===== src/rtl/elevator_pkg.sv =====
// Shared constants and state type for the elevator request path.
// Optional build macro used by call_scheduler: CALL_SCHED_EMERG_FLUSH_EN.
package elevator_pkg;

  localparam int NUM_FLOORS = 4;
  localparam int FLOOR_W    = $clog2(NUM_FLOORS);

  typedef enum logic [1:0] {
    IDLE,
    UP,
    DOWN,
    DWELL
  } sched_state_t;

endpackage


===== src/rtl/floor_pick.sv =====
// Combinational SCAN helpers: nearest pending floor above and below the
// car, plus whether the car's own floor is pending.
module floor_pick
  import elevator_pkg::*;
(
  input  logic [NUM_FLOORS-1:0] pending,
  input  logic [FLOOR_W-1:0]    cur_floor,
  output logic [FLOOR_W-1:0]    up_tgt,
  output logic                  up_hit,
  output logic [FLOOR_W-1:0]    dn_tgt,
  output logic                  dn_hit,
  output logic                  here
);

  // Scanning downward leaves the lowest floor above; scanning upward leaves the highest below.
  always_comb begin
    up_tgt = '0;
    up_hit = 1'b0;
    dn_tgt = '0;
    dn_hit = 1'b0;
    here   = 1'b0;
    for (int i = NUM_FLOORS - 1; i >= 0; i--) begin
      if (pending[i] && (FLOOR_W'(i) > cur_floor)) begin
        up_tgt = FLOOR_W'(i);
        up_hit = 1'b1;
      end
    end
    for (int i = 0; i < NUM_FLOORS; i++) begin
      if (pending[i] && (FLOOR_W'(i) < cur_floor)) begin
        dn_tgt = FLOOR_W'(i);
        dn_hit = 1'b1;
      end
      if (pending[i] && (FLOOR_W'(i) == cur_floor)) begin
        here = 1'b1;
      end
    end
  end

endmodule


===== src/rtl/call_scheduler.sv =====
// SCAN-ordered request scheduler feeding the elevator's call input.
// Define CALL_SCHED_EMERG_FLUSH_EN to drop all requests when emergency rises.
module call_scheduler
  import elevator_pkg::*;
#(
  parameter int DWELL_CYCLES = 3
) (
  input  logic                  clk,
  input  logic                  rst_n,
  input  logic [NUM_FLOORS-1:0] btn_req,
  input  logic [FLOOR_W-1:0]    cur_floor,
  input  logic                  door_open,
  input  logic                  emergency,
  output logic [FLOOR_W-1:0]    call,
  output logic                  call_valid,
  output logic [NUM_FLOORS-1:0] pending,
  output logic                  sweep_up
);

  sched_state_t          state_q, state_d;
  logic [NUM_FLOORS-1:0] pending_q, pending_d;
  logic [NUM_FLOORS-1:0] floor_clr, btn_eff;
  logic [FLOOR_W-1:0]    call_q, call_d;
  logic                  call_valid_q, call_valid_d;
  logic                  sweep_up_q, sweep_up_d;
  logic [3:0]            dwell_q, dwell_d;
  logic [FLOOR_W-1:0]    up_tgt, dn_tgt;
  logic                  up_hit, dn_hit, here, arrival;
`ifdef CALL_SCHED_EMERG_FLUSH_EN
  logic                  emerg_q, emerg_d;
`endif

  floor_pick u_pick (
    .pending   (pending_q),
    .cur_floor (cur_floor),
    .up_tgt    (up_tgt),
    .up_hit    (up_hit),
    .dn_tgt    (dn_tgt),
    .dn_hit    (dn_hit),
    .here      (here)
  );

  // A door opening at a floor clears it, beating a same-cycle press.
  always_comb begin
    floor_clr = '0;
    for (int i = 0; i < NUM_FLOORS; i++) begin
      floor_clr[i] = door_open && (cur_floor == FLOOR_W'(i));
    end
`ifdef CALL_SCHED_EMERG_FLUSH_EN
    btn_eff = emergency ? '0 : btn_req;
    emerg_d = emergency;
    if (emergency && !emerg_q) pending_d = '0;
    else                       pending_d = (pending_q | btn_eff) & ~floor_clr;
`else
    btn_eff   = btn_req;
    pending_d = (pending_q | btn_eff) & ~floor_clr;
`endif
  end

  assign arrival = door_open && (cur_floor == call_q) && call_valid_q && (state_q != DWELL);

  always_comb begin
    state_d      = state_q;
    call_d       = call_q;
    call_valid_d = call_valid_q;
    sweep_up_d   = sweep_up_q;
    dwell_d      = dwell_q;
    if (emergency) begin
      state_d      = IDLE;
      call_valid_d = 1'b0;
      dwell_d      = '0;
    end else if (arrival) begin
      state_d = DWELL;
      dwell_d = 4'(DWELL_CYCLES - 1);
    end else begin
      unique case (state_q)
        IDLE: begin
          if (pending_q == '0) begin
            call_valid_d = 1'b0;
          end else if (here) begin
            call_d       = cur_floor;
            call_valid_d = 1'b1;
          end else if (up_hit && (sweep_up_q || !dn_hit)) begin
            state_d      = UP;
            sweep_up_d   = 1'b1;
            call_d       = up_tgt;
            call_valid_d = 1'b1;
          end else begin
            state_d      = DOWN;
            sweep_up_d   = 1'b0;
            call_d       = dn_tgt;
            call_valid_d = 1'b1;
          end
        end
        UP: begin
          if (up_hit) begin
            call_d       = up_tgt;
            call_valid_d = 1'b1;
          end else if (dn_hit) begin
            state_d      = DOWN;
            sweep_up_d   = 1'b0;
            call_d       = dn_tgt;
            call_valid_d = 1'b1;
          end else begin
            state_d      = IDLE;
            call_valid_d = 1'b0;
          end
        end
        DOWN: begin
          if (dn_hit) begin
            call_d       = dn_tgt;
            call_valid_d = 1'b1;
          end else if (up_hit) begin
            state_d      = UP;
            sweep_up_d   = 1'b1;
            call_d       = up_tgt;
            call_valid_d = 1'b1;
          end else begin
            state_d      = IDLE;
            call_valid_d = 1'b0;
          end
        end
        DWELL: begin
          if (dwell_q == '0) state_d = IDLE;
          else               dwell_d = dwell_q - 4'd1;
        end
        default: state_d = IDLE;
      endcase
    end
  end

  always_ff @(posedge clk or negedge rst_n) begin
    if (!rst_n) begin
      state_q      <= IDLE;
      pending_q    <= '0;
      call_q       <= '0;
      call_valid_q <= 1'b0;
      sweep_up_q   <= 1'b1;
      dwell_q      <= '0;
`ifdef CALL_SCHED_EMERG_FLUSH_EN
      emerg_q      <= 1'b0;
`endif
    end else begin
      state_q      <= state_d;
      pending_q    <= pending_d;
      call_q       <= call_d;
      call_valid_q <= call_valid_d;
      sweep_up_q   <= sweep_up_d;
      dwell_q      <= dwell_d;
`ifdef CALL_SCHED_EMERG_FLUSH_EN
      emerg_q      <= emerg_d;
`endif
    end
  end

  assign call       = call_q;
  assign call_valid = call_valid_q;
  assign pending    = pending_q;
  assign sweep_up   = sweep_up_q;

endmodule

===== config.mk =====
export PLATFORM = sky130hd
export DESIGN_NAME = call_scheduler
export DESIGN_NICKNAME = d
export VERILOG_FILES = /design/src/rtl/elevator_pkg.sv /design/src/rtl/floor_pick.sv /design/src/rtl/call_scheduler.sv
export SDC_FILE = /design/constraint.sdc
export NUM_CORES = 1
export LEC_CHECK = 0
export CAP_MARGIN = 10
export CORE_UTILIZATION = 55
export CTS_CLUSTER_DIAMETER = 200
export DETAILED_ROUTE_END_ITERATION = 8
export PLACE_DENSITY = 0.85
export RECOVER_POWER = 25
export SLEW_MARGIN = 5
export SYNTH_ARGS = -nofsm -noshare
export SYNTH_HDL_FRONTEND = slang
export SYNTH_SLANG_ARGS = --single-unit

===== constraint.sdc =====
create_clock -name clk -period 2.6 [get_ports clk]
set_input_delay 0.52 -clock clk [delete_from_list [all_inputs] [get_ports clk]]
set_output_delay 0.52 -clock clk [all_outputs]
set_load 0.01 [all_outputs]

# Yosys cells after proc, flatten, opt, wreduce, memory -nomap -nowiden
# Index checks and enable logic that the tools add are counted.
[classes]
addsub = 1
multipliers = 0
div_mod_pow = 0
magnitude_cmp = 8
n_eq_ne = 26
shift = 0
muxes = 58
bitwise_logic = 5
reduce_logical = 34
[ops]
columns = ["operator", "n"]
rows = [
  ["$mux W2", 22],
  ["$mux W1", 28],
  ["$logic_and A1 B1 Y1", 20],
  ["$ne A4 B4 Y1 const B", 5],
  ["$mux W4", 4],
  ["$ne A2 B2 Y1 const B", 8],
  ["$ne A3 B3 Y1 const B", 3],
  ["$reduce_and A9 Y1", 1],
  ["$eq A2 B2 Y1 const B", 4],
  ["$logic_not A4 Y1", 2],
  ["$pmux W2 S4", 1],
  ["$pmux W1 S3", 2],
  ["$pmux W2 S3", 1],
  ["$reduce_and A6 Y1", 1],
  ["$reduce_bool A3 Y1", 2],
  ["$reduce_and A5 Y1", 1],
  ["$and A4 B4 Y4", 1],
  ["$eq A2 B1 Y1 const B", 2],
  ["$eq A2 B2 Y1 const A", 2],
  ["$gt A1 B2 Y1 const A", 2],
  ["$gt A2 B2 Y1 const A", 2],
  ["$logic_not A2 Y1", 2],
  ["$lt A1 B2 Y1 const A", 2],
  ["$lt A2 B2 Y1 const A", 2],
  ["other kinds (10)", 12],
]
[totals]
ff_bits = 14
latchBits = 0
ram_bits = 0
romBits = 0
inputBits = 10
output_inout_bits = 8
elab_cells = 138
memories = 0

# Depth between registers and ports, before layout
[logic_depth]
word_depth = 15
depth_mapped = 7
depth_no_buf = 7

# Hierarchy
# Synthesis repeated with hierarchy kept, for this count alone.
[hier_totals]
hier_cells = 127
hier_area_um2 = 1116.1
[modules_own_cells]
columns = ["module", "instances", "cells_each", "area_per_inst_um2", "seq_area_each_um2"]
rows = [
  ["call_scheduler", 1, 108, 994.7, 351.6],
  ["floor_pick", 1, 19, 121.4, 0.0],
]

# Worst setup path after synthesis
# Ideal clock, no wire load.
[synth_timing]
path_type = "input-to-reg"
from = "input cur_floor[0]"
to = "register call_q[1] (netlist: call[1])"
setup_time_ps = 125
arrival_time_ps = 1849
required_time_ps = 2475
setup_slack_ps = 626
path_stages = 6
path_buffers = 1
cell_sequence = "buf_4 -> inv_8 -> or4_4 -> o2bb2ai_2 -> o21a_1 -> mux2_4"
[synth_via]
elab_chain_len = 13
elab_cells_between_ends = 61
cone_classes = "8 x order compare; 6 x eq/ne; 26 x mux; 1 x bitwise; 20 x reduce/logical"
[synth_rtl]
columns = ["item", "line", "rtl"]
rows = [
  ["start, declared", "call_scheduler.sv:11", "input logic [FLOOR_W-1:0] cur_floor,"],
  ["$lt A1 B2 Y1", "floor_pick.sv:29", "if (pending[i] && (FLOOR_W'(i) < cur_floor)) begin"],
  ["$logic_and A1 B1 Y1", "floor_pick.sv:29", ""],
  ["$mux W1 (4 in a row)", "floor_pick.sv:29", ""],
  ["$logic_not A1 Y1", "call_scheduler.sv:83", "end else if (up_hit && (sweep_up_q || !dn_hit)) begin"],
  ["$logic_or A1 B1 Y1", "call_scheduler.sv:83", ""],
  ["$logic_and A1 B1 Y1", "call_scheduler.sv:83", ""],
  ["$mux W2", "call_scheduler.sv:83", ""],
  ["$mux W2", "call_scheduler.sv:80", "end else if (here) begin"],
  ["$mux W2", "call_scheduler.sv:78", "if (pending_q == '0) begin"],
  ["$pmux W2 S3", "call_scheduler.sv:76", "unique case (state_q)"],
  ["end signal, assigned", "call_scheduler.sv:146", "call_q <= call_d;"],
  ["end, declared", "call_scheduler.sv:23", "logic [FLOOR_W-1:0] call_q, call_d;"],
]
# Several ways; a longest one is shown, not always the timed one. The select of a mux whose other input is x is not followed.
# A chain may end at the register's enable or synchronous reset.

# Final worst setup path
# Same ends and word-level chain as after synthesis.

==> run summary <==
status - complete, no violations
Remaining Overflow, GRT - 0
crit-path cells - clkdlybuf4s50_1 -> buf_12 -> inv_8 -> or4_4 -> o2bb2ai_2 -> o21a_1 -> mux2_4
synthesized flop and latch total - 14
cell accounting for the most synthesized area - dfrtp_1
leakage power figure - 0.651 nW
placed cell area - 1530 µm²
NumNets Final - 184
part of the power in registers - 28.3%
Vias/cell - 6.38
Synth Instances - 148
die width - 51.4 µm
Clock Tree Buf Depth - 2
Pint - 0.713 mW
WL met2 - 1580 µm
worst setup margin - 0.348 ns
IO Port Bufs - 17
Post-synth EDFFs - 0
number of global-route vias before repair - 1111
clock sinks - 14
worst reg2reg path depth - 5
final instance area - 1570 µm²
most frequent cells in the layout - 16 x clkdlybuf4s50_1, 13 x dfrtp_1, 11 x nand2_1
layout cell share with drive strength beyond 1 - 13.3%
met1 wire length - 1380 µm
Area growth, synth to finish - 17.2%
GP Congestion - 0.924
via count - 1231
Fin Clk Skew - 0.000874 ns
Async SR Flop Fraction - 100%
Worst Setup SP - cur_floor[0]
Worst Setup Path Type - in2reg
delay-heaviest family, CP - buffers and inverters
CTS Root Cell - clkbuf_4
Data required, critical path - 2.78 ns
die height - 51.4 µm
CTS tree - done
peak fanout along the critical path - 16
slew margin rel. - 54.4%
Final ANT Viol Nets - 0
total track usage - 26.5%
FF-to-FF setup slack - 0.58 ns
switching share of power - 42.6%
Post-synth top flop - dfrtp_1
number of fill cells - 174
Setup WS pre-CTS - 0.0682 ns
Setup Buffers After CTS - 0
Worst R2R Start - pending[3]
Final Slew Violations - 0
# diodes - 0
PD cells - 792 nW/µm²
clk slew on worst S/H paths - 0.09 ns
crit path buf inv count - 3
slew at the pin closest to its max-slew limit - 0.682 ns
die area - 2640 µm²
Fin. Hold Viols - 0
WL per Instance - 16.3 µm
largest net degree at the start of global routing - 20
met3 WL post-DR - 151 µm
initial antenna violation count - 0
FMAX - 444 MHz
DRC - 0
Starting Density - 59.4%
Row Count - 17
HP Class - reg2reg
Logic pwr share - 58.7%
end of the worst register-to-register path - call[1]
Critical Path AT - 2.43 ns
Final Setup Violations - 0
clock power share - 13.0%
Clock Latency Late Sink - 0.29 ns
Routed WL - 3150 µm
Period minus WS final - 2.25 ns
Starting DRT DRC Count - 43
TritonCTS Buffers - 3
CTS Hold Bufs - 0
max incr delay on CP - 0.52 ns
Yosys top cell area share - 24.3%
Ports - 18
switching power - 0.530 mW
Seq/Total Area, Yosys - 26.2%
CP startpoint kind - primary input
core footprint - 2250 µm²
CP Capture Type - flop
CP max-delay cell - or4_4
highest routed layer - met4
Synth Cell Area - 1340 µm²
Setup TNS Final - 0 ns
number of max-cap violations - 0
Synth cell types - 58
DPL Wire Length - 2400 µm
overall power - 1.24 mW
Worst VDD drop - 0.000697 V
commonest non-fill, non-tap cell in the layout - clkdlybuf4s50_1
H-tree levels - 1
fin util - 69.6%
mean post-synth cell area - 9.05 µm²
number of cells on the critical path - 7
post-CTS sizing - 0
RSZ-0062 raised after global routing - no
first-pass GRT wire length - 5200 µm
syn nets - 166
Synth area leaders - dfrtp_1 24%, ha_1 7.5%, a211oi_1 3.9%
Hold Path Origin - dwell_q[3]
TritonRoute pass-1 iters - 4
hold path depth - 2
Yosys warning total - 0
final period utilization - 86.6%
Critical Path Sink - call[1]
-- cells by family after synthesis --
family                   synth area share (%)
multiplexers                             6.54
buffers and inverters                    9.71
flip-flops                               26.2
adder cells (fa/ha/maj)                  7.47
AND/OR/NAND/NOR                          19.8
AO/OA/AOI/OAI                            27.0
XOR/XNOR                                 3.27
-- tightest hold or removal path, delay by kind of cell (launching register included) --
family        cells  cell delay [ns]
simple gates      1             0.04
flops             1             0.37
xor+xnor          1             0.12
-- layer usage --
layer	track usage, %	vias to the layer above
met5	0	-
met4	9.01	0
met3	3.57	5
met2	43.9	42
met1	35.0	600
li1	-	584
-- cells in the mapped netlist, types with 3 or more instances --
master	count
a211oi_1	7
a21oi_1	8
and2_1	3
buf_2	3
dfrtp_1	13
ha_1	8
inv_1	8
mux2i_1	5
nand2_1	11
nor2_1	9
nor3_1	5
nor3b_1	3
o21a_1	5
o21ai_0	3
o22a_1	3
o22ai_1	3
xnor2_1	3
-- layout make-up --
type | count | area, µm² | share of cell area [%]
clock buffers | 4 | 36.3 | 2.31
inverters | 9 | 41.3 | 2.63
repair buffers | 24 | 248 | 15.8
multi-input cells | 114 | 858 | 54.7
well taps | 28 | 35.0 | 2.23
flip-flops and latches | 14 | 352 | 22.4
-- sequential cells by signal, summed over array words and instances, names as in the netlist --
| name | cells |
|---|---|
| sweep_up | 1 |
| call_valid | 1 |
| call | 2 |
| pending | 4 |
| state_q | 2 |
| dwell_q | 4 |
-- worst min-delay path by stage --
| stage | endpoint | slack, ns |
|---|---|---|
| CTS | dwell_q[3] | 0.56 |
| detailed placement | dwell_q[1] | 0.55 |
| global placement | dwell_q[1] | 0.54 |
| finish | dwell_q[3] | 0.56 |
| floorplan | call[0] | 0.22 |
| global route | dwell_q[3] | 0.57 |
-- power groups by stage --
stage | clock network (mW) | logic (mW) | registers [mW]
finish | 0.161 | 0.730 | 0.352
detailed placement | 0 | 0.717 | 0.355
CTS | 0.164 | 0.723 | 0.351
global route | 0.175 | 0.794 | 0.363
floorplan | 0 | 0.513 | 0.346
global placement | 0 | 0.700 | 0.353
-- per-stage QoR --
stage	hold slack, ns	cells
2_1_floorplan	0.224	148
3_3_place_gp	0.538	189
3_5_place_dp	0.548	189
4_1_cts	0.562	193
5_1_grt	0.574	193
6_report	0.558	193
Power figures use the tool's default switching activity.
